$ cat config.mk
export PLATFORM = sky130hd
export DESIGN_NAME = alu_pipe
export DESIGN_NICKNAME = d
export VERILOG_FILES = /design/src/rtl/alu_pipe.sv
export SDC_FILE = /design/constraint.sdc
export NUM_CORES = 1
export LEC_CHECK = 0
export CAP_MARGIN = 10
export CORE_AREA = 4 4 83 163
export DETAILED_ROUTE_END_ITERATION = 12
export DIE_AREA = 0 0 87 167
export GPL_ROUTABILITY_DRIVEN = 0
export PLACE_DENSITY = 0.64
export SETUP_SLACK_MARGIN = 0.1
export SLEW_MARGIN = 20
export SYNTH_ARGS = -nofsm -noshare
export SYNTH_HDL_FRONTEND = slang
export SYNTH_SLANG_ARGS = --single-unit
$ cat constraint.sdc
create_clock -name clk -period 2.4 [get_ports clk]
set_input_delay 0.24 -clock clk [delete_from_list [all_inputs] [get_ports clk]]
set_output_delay 0.24 -clock clk [all_outputs]
set_load 0.05 [all_outputs]
$ cat src/rtl/alu_pipe.sv
// rtl/alu_pipe.sv - registered valid/ready ALU with flags and multi-cycle shift-add multiply
module alu_pipe #(
    parameter int D_WIDTH = 8,
    parameter int SHW     = $clog2(D_WIDTH)
) (
    input  logic               clk,
    input  logic               rst_n,
    input  logic               in_valid,
    output logic               in_ready,
    input  logic [D_WIDTH-1:0] opA,
    input  logic [D_WIDTH-1:0] opB,
    input  logic [2:0]         opcode,
    output logic               out_valid,
    input  logic               out_ready,
    output logic [D_WIDTH-1:0] result,
    output logic               carry,
    output logic               zero,
    output logic               ovf,
    output logic               neg
);

    localparam logic [2:0]         OP_ADD   = 3'b000;
    localparam logic [2:0]         OP_SUB   = 3'b001;
    localparam logic [2:0]         OP_AND   = 3'b010;
    localparam logic [2:0]         OP_OR    = 3'b011;
    localparam logic [2:0]         OP_XOR   = 3'b100;
    localparam logic [2:0]         OP_SHL   = 3'b101;
    localparam logic [2:0]         OP_SHR   = 3'b110;
    localparam logic [2:0]         OP_MUL   = 3'b111;
    localparam logic [D_WIDTH-1:0] SHIFT_LIM = D_WIDTH'(D_WIDTH);
    localparam logic [SHW-1:0]     CNT_LAST  = SHW'(D_WIDTH - 1);

    typedef enum logic [1:0] {
        ST_IDLE = 2'd0,
        ST_MUL  = 2'd1,
        ST_DONE = 2'd2
    } state_t;

    state_t state, state_nxt;

    logic [2*D_WIDTH-1:0] mcand;
    logic [2*D_WIDTH-1:0] prod;
    logic [D_WIDTH-1:0]   mplier;
    logic [SHW-1:0]       cnt;

    logic [D_WIDTH:0]   sum;
    logic [D_WIDTH:0]   diff;
    logic               shift_big;
    logic [D_WIDTH-1:0] alu_res;
    logic               alu_carry;
    logic               alu_ovf;
    logic               accept;
    logic               out_free;

    assign out_free = !out_valid || out_ready;
    assign in_ready = rst_n && (state == ST_IDLE) && out_free;
    assign accept   = in_valid && in_ready;

    assign sum       = {1'b0, opA} + {1'b0, opB};
    assign diff      = {1'b0, opA} - {1'b0, opB};
    assign shift_big = (opB >= SHIFT_LIM);

    always_comb begin
        alu_res   = '0;
        alu_carry = 1'b0;
        alu_ovf   = 1'b0;
        case (opcode)
            OP_ADD: begin
                alu_res   = sum[D_WIDTH-1:0];
                alu_carry = sum[D_WIDTH];
                alu_ovf   = (opA[D_WIDTH-1] == opB[D_WIDTH-1]) &&
                            (sum[D_WIDTH-1] != opA[D_WIDTH-1]);
            end
            OP_SUB: begin
                alu_res   = diff[D_WIDTH-1:0];
                alu_carry = diff[D_WIDTH];
                alu_ovf   = (opA[D_WIDTH-1] != opB[D_WIDTH-1]) &&
                            (diff[D_WIDTH-1] != opA[D_WIDTH-1]);
            end
            OP_AND: alu_res = opA & opB;
            OP_OR:  alu_res = opA | opB;
            OP_XOR: alu_res = opA ^ opB;
            OP_SHL: alu_res = shift_big ? '0 : (opA << opB[SHW-1:0]);
            OP_SHR: alu_res = shift_big ? '0 : (opA >> opB[SHW-1:0]);
            default: alu_res = '0;
        endcase
    end

    always_ff @(posedge clk or negedge rst_n) begin
        if (!rst_n) begin
            state <= ST_IDLE;
        end else begin
            state <= state_nxt;
        end
    end

    always_comb begin
        state_nxt = state;
        case (state)
            ST_IDLE: if (accept && opcode == OP_MUL) state_nxt = ST_MUL;
            ST_MUL:  if (cnt == CNT_LAST) state_nxt = ST_DONE;
            ST_DONE: if (out_free) state_nxt = ST_IDLE;
            default: state_nxt = ST_IDLE;
        endcase
    end

    always_ff @(posedge clk or negedge rst_n) begin
        if (!rst_n) begin
            out_valid <= 1'b0;
            result    <= '0;
            carry     <= 1'b0;
            zero      <= 1'b0;
            ovf       <= 1'b0;
            neg       <= 1'b0;
            mcand     <= '0;
            mplier    <= '0;
            prod      <= '0;
            cnt       <= '0;
        end else begin
            // A later load in this block overrides the consume-clear.
            if (out_valid && out_ready) out_valid <= 1'b0;
            case (state)
                ST_IDLE: begin
                    if (accept) begin
                        if (opcode == OP_MUL) begin
                            mcand  <= {{D_WIDTH{1'b0}}, opA};
                            mplier <= opB;
                            prod   <= '0;
                            cnt    <= '0;
                        end else begin
                            result    <= alu_res;
                            carry     <= alu_carry;
                            ovf       <= alu_ovf;
                            zero      <= (alu_res == '0);
                            neg       <= alu_res[D_WIDTH-1];
                            out_valid <= 1'b1;
                        end
                    end
                end
                ST_MUL: begin
                    if (mplier[0]) prod <= prod + mcand;
                    mcand  <= mcand << 1;
                    mplier <= mplier >> 1;
                    cnt    <= cnt + 1'b1;
                end
                ST_DONE: begin
                    if (out_free) begin
                        result    <= prod[D_WIDTH-1:0];
                        carry     <= |prod[2*D_WIDTH-1:D_WIDTH];
                        ovf       <= 1'b0;
                        zero      <= (prod[D_WIDTH-1:0] == '0);
                        neg       <= prod[D_WIDTH-1];
                        out_valid <= 1'b1;
                    end
                end
                default: ;
            endcase
        end
    end

endmodule

Yosys cells after proc, flatten, opt, wreduce, memory -nomap -nowiden
Cells that the tools add are included.
- bits of input ports: 23
- word-level logic and storage cells: 109
- bits in registers: 58
- reductions and logical operators: 20
- shift-type cells: 2
- $add $sub $neg: 4
- eq/ne operators: 21
- muxes and demuxes: 47
- bitwise operators: 3
- order comparisons: 1
- operator list (kind ; number):
    $mux 16 ; 5
    $pmux 16 s2 ; 2
    $mux 8 ; 7
    $pmux 8 s7 ; 1
    $pmux 8 s2 ; 2
    $add 16x16->16 ; 1
    $logic_not 8->1 ; 2
    $mux 1 ; 16
    $eq 3x3->1 const B ; 5
    $pmux 1 s2 ; 7
    $ne 2x2->1 const B ; 5
    $add 8x8->9 ; 1
    $sub 8x8->9 ; 1
    $and 8x8->8 ; 1
    $ge 8x4->1 const B ; 1
    $or 8x8->8 ; 1
    $reduce_and 4->1 ; 2
    $reduce_or 8->1 ; 1
    $shl 8x3->8 ; 1
    $shr 8x3->8 ; 1
    $xor 8x8->8 ; 1
    $logic_and 1x1->1 ; 7
    $eq 3x2->1 const B ; 2
    $mux 2 ; 3
    16 further kinds ; 22

Logic depth before layout (Yosys ltp)
- word-level depth: 7
- depth in mapped cells: 11
- gate-level depth less buffers: 10

Worst setup path before layout
OpenSTA, ideal clock, no wires.
- path type: flip-flop to output port
- from: register out_valid
- to: output in_ready
- buffers on the path: 0
- path slack: -0.244 ns
- arrival: 2.404 ns
- stages on the path, launching flop included: 3
- data required time: 2.160 ns
- path through: dfrtp_1 -> nor2b_1 -> nor4b_1
- cells in the longest elaborated chain, start to end: 3
- ends and longest elaborated chain (item ; line ; RTL):
    start: declaration ; 13 ; output logic out_valid,
    start signal: assignment ; 109 ; out_valid <= 1'b0;
    start signal: assignment ; 121 ; if (out_valid && out_ready) out_valid <= 1'b0;
    start signal: assignment ; 136 ; out_valid <= 1'b1;
    $logic_not 1->1 ; 55 ; assign out_free = !out_valid || out_ready;
    $logic_or 1x1->1 ; 55 ;
    $logic_and 1x1->1 ; 56 ; assign in_ready = rst_n && (state == ST_IDLE) && out_free;
    end: declaration ; 9 ; output logic in_ready,
Every way passes these cells.

Final worst setup path
- from: register prod[0]
- to: register prod[8]
- cells in the longest elaborated chain, start to end: 3
- ends and longest elaborated chain (item ; line ; RTL):
    start: declaration ; 42 ; logic [2*D_WIDTH-1:0] prod;
    start signal: assignment ; 141 ; if (mplier[0]) prod <= prod + mcand;
    $add 16x16->16 ; 141 ;
    $mux 16 ; 141 ;
    $pmux 16 s2 ; 122 ; case (state)
Every way passes these cells. The select of a mux whose other input is x is not followed.
A chain may end at the register's enable or synchronous reset.

==> flow_summary_export.csv <==
group,metric,value,unit
floorplanning,die_h,167,µm
setup_path,critPathRequiredTime,2.66,ns
setup_path,r2r_setup_slack,0.10,ns
sta,fmax,0.435,GHz
power_and_ir_drop,peakVddDrop,0.663,mV
sta,finalHoldViolCount,0,
setup_path,end_kind,"flop",
setup_path,cp-startpoint,"prod[0]",
global_route,grt_overflow,0,
synthesis,netlist_area,0.00484,mm²
setup_path,crit_slowest_cell,"or4b_2",
synthesis,ys_seq_elements,57,
setup_path,cp-endpoint,"prod[8]",
worst_hold_path,worstHoldPathType,"primary input to async pin",
outcome,status,"complete, no violations",
global_route,grt_use_met3,0.0277,
synthesis,synthFlopType,"dfrtp_1",
drt,vias,5136,
synthesis,syn_area_per_cell,8.31,µm²
setup_path,r2r-start,"prod[0]",
drt,wl_per_cell,19.7,µm
setup_path,path_buf_inv,0,
drt,drtAntennaViolNets,0,
drt,wl,17000,µm
sta,rsz0062_at_grt,"yes",
synthesis,yosys_warnings,0,
sta,worstMarginPinSlew,0.679,ns
placed_design,io_buffers,36,
drt,drt_pass1_iterations,5,
sta,setup_viol,0,
setup_path,worst-path-stages,9,
clock_tree,htreeDepth,3,
sta,fin_skew,0.00652,ns
sta,fin_crit_sh,0.957,
synthesis,synth_edf_count,0,
finish,areaGrowthSynthToFinish,39.9,%
drt,drc,0,
finish,fillers,1094,
synthesis,async_reset_ff_frac,1.00,
setup_path,cp_max_fo,2,
finish,final_net_count,778,
floorplanning,start_util,0.397,
drt,drtIter0Drc,285,
synthesis,synth_area_leaders,"dfrtp_1, ha_1, nand2_1",
placed_design,post-dp-hpwl,13000,µm
global_route,antenna_found_initial,0,
floorplanning,die_w,87,µm
floorplanning,row_count,57,
global_route,grt_max_degree,54,
synthesis,synth_top_area_share,0.295,
global_route,grtUsageTotal,0.230,
power_and_ir_drop,power.leakage,3.08,nW
synthesis,yosysMostFrequentCell,"nand2_1",
power_and_ir_drop,power_density,1090,mW/mm²
clock_tree,path_clk_slew,0.05,ns
synthesis,synth_cell_types,64,
drt,vias_per_cell,5.96,
clock_tree,cts_tree,"yes",
setup_path,cp-start-kind,"flop",
setup_path,criticalPathCategory,"flop to flop",
clock_tree,cts_root_buf,"clkbuf_16",
sta,setup-tns-final,0,ns
global_route,grt_pass1_wl,25800,µm
setup_path,cp_top_family,"compound AO/OA/AOI/OAI gates",
setup_path,r2r_cells,9,
global_route,use_met1,0.210,
setup_path,slowest_delay,0.62,ns
setup_path,r2r-end,"prod[8]",
clock_tree,numCtsBuffers,9,
synthesis,synth-seq-area-share,0.295,
finish,drive_gt1_frac,0.295,
floorplanning,die_area,0.0145,mm²
sta,holdWs,0.0975,ns
sta,drv_slew,0,
clock_tree,cts_sinks,57,
floorplanning,boundaryPins,37,
sta,period_minus_slack,2.30,ns
global_route,grt_pass1_vias,5194,
job,cap_viol_max_count,0,
global_route,grt_busiest_layer,"met2",
global_route,use_met2,0.420,
finish,antenna_cells,0,
sta,relSlewSlack,0.548,
synthesis,synthesis.instances,582,
synthesis,synth_common_cells,"nand2_1, dfrtp_1, nor2_1",
setup_path,arrival,2.56,ns
synthesis,yosys.area.top_type,"dfrtp_1",
floorplanning,core,0.0122,mm²
setup_path,crit_chain,"ha_4 -> fa_2 -> a21o_1 -> a21oi_2 -> o21bai_1 -> a21o_1 -> a21oi_2 -> or4b_2 -> nand3_1",
synthesis,synth_nets,650,
clock_tree,worstSkewPairLatency,0.33,ns
clock_tree,cts_max_path_buffers,2,
==> flip-flops by register name, summed over array words and instances (netlist names) <==
name,flops
mplier,8
ovf,1
mcand,16
out_valid,1
cnt,3
state,2
prod,16
carry,1
result,8
zero,1
==> layer usage <==
layer	vias to the layer above	wire length (µm)	part of all wire
met4	0	1680	0.099
li1	2393	-	-
met3	79	496	0.029
met2	170	9280	0.55
met1	2494	5510	0.32
met5	-	0	0
==> worst min-delay path by stage <==
| stage | end | slack [ns] | depth (start not counted) |
|---|---|---|---|
| floorplan | carry | -0.06 | 0 |
| finish | out_valid | 0.1 | 2 |
| CTS | out_valid | 0.13 | 2 |
| detailed placement | mplier[2] | 0.09 | 1 |
| global route | out_valid | 0.17 | 2 |
| global placement | mplier[2] | 0.09 | 1 |
==> stage by stage <==
step / area [µm²] / setup slack (ns) / total power [mW] / std cells / util
3_3_place_gp: 6030 / -0.463 / 5.54 / 839 / 0.495
5_1_grt: 6770 / 0.0338 / 7.88 / 862 / 0.555
2_1_floorplan: 4840 / 0.129 / 4.39 / 582 / -
3_5_place_dp: 6030 / -0.525 / 5.66 / 839 / 0.495
6_report: 6770 / 0.102 / 7.39 / 862 / 0.555
4_1_cts: 6440 / 0.106 / 7.05 / 856 / 0.528
==> cell usage in the layout, fill, tap and decap left out, types with 7 or more instances in the layout <==
cell,instances
nand2b_1,12
o21ai_0,39
a22o_1,15
o22ai_1,7
ha_4,8
nand2_1,64
inv_1,17
clkbuf_16,9
nor2_1,45
nand3_1,15
xnor2_1,10
a21o_1,16
a22oi_1,8
a21oi_2,7
ha_2,7
buf_4,113
xor2_1,7
ha_1,27
a21oi_1,36
nor2b_1,10
clkdlybuf4s50_1,25
a211oi_2,8
dfrtp_1,57
==> final cells by class <==
class | count | area (µm²) | area share
repair buffers | 153 | 1260 | 0.186
well taps | 147 | 184 | 0.0272
clock inverters | 3 | 40.0 | 0.00592
multi-input cells | 466 | 3520 | 0.521
inverters | 23 | 86.3 | 0.0128
flip-flops and latches | 57 | 1430 | 0.211
clock buffers | 13 | 250 | 0.0370
==> cell families after synthesis <==
kind of cell,after synthesis,synth area share
compound gates,199,0.275
simple gates,195,0.195
buf+inv,59,0.0538
flops,57,0.295
fa+ha+maj,45,0.121
xor+xnor,17,0.0308
mux,10,0.0292
==> where the power goes <==
part	leakage, nW	switching, mW	internal, mW
registers	0.720	0.444	1.42
clock network	0.144	0.429	0.827
logic	2.21	2.38	1.89
total	3.08	3.25	4.14
==> what timing repair did <==
item	CTS	global route
resized for setup	27	63
cloned	0	0
hold buffers	1	0
endpoints found under the hold margin	5	0
buffers inserted	0	6
setup endpoints to repair	13	17
pin swaps	7	25
Power figures use the tool's default switching activity.
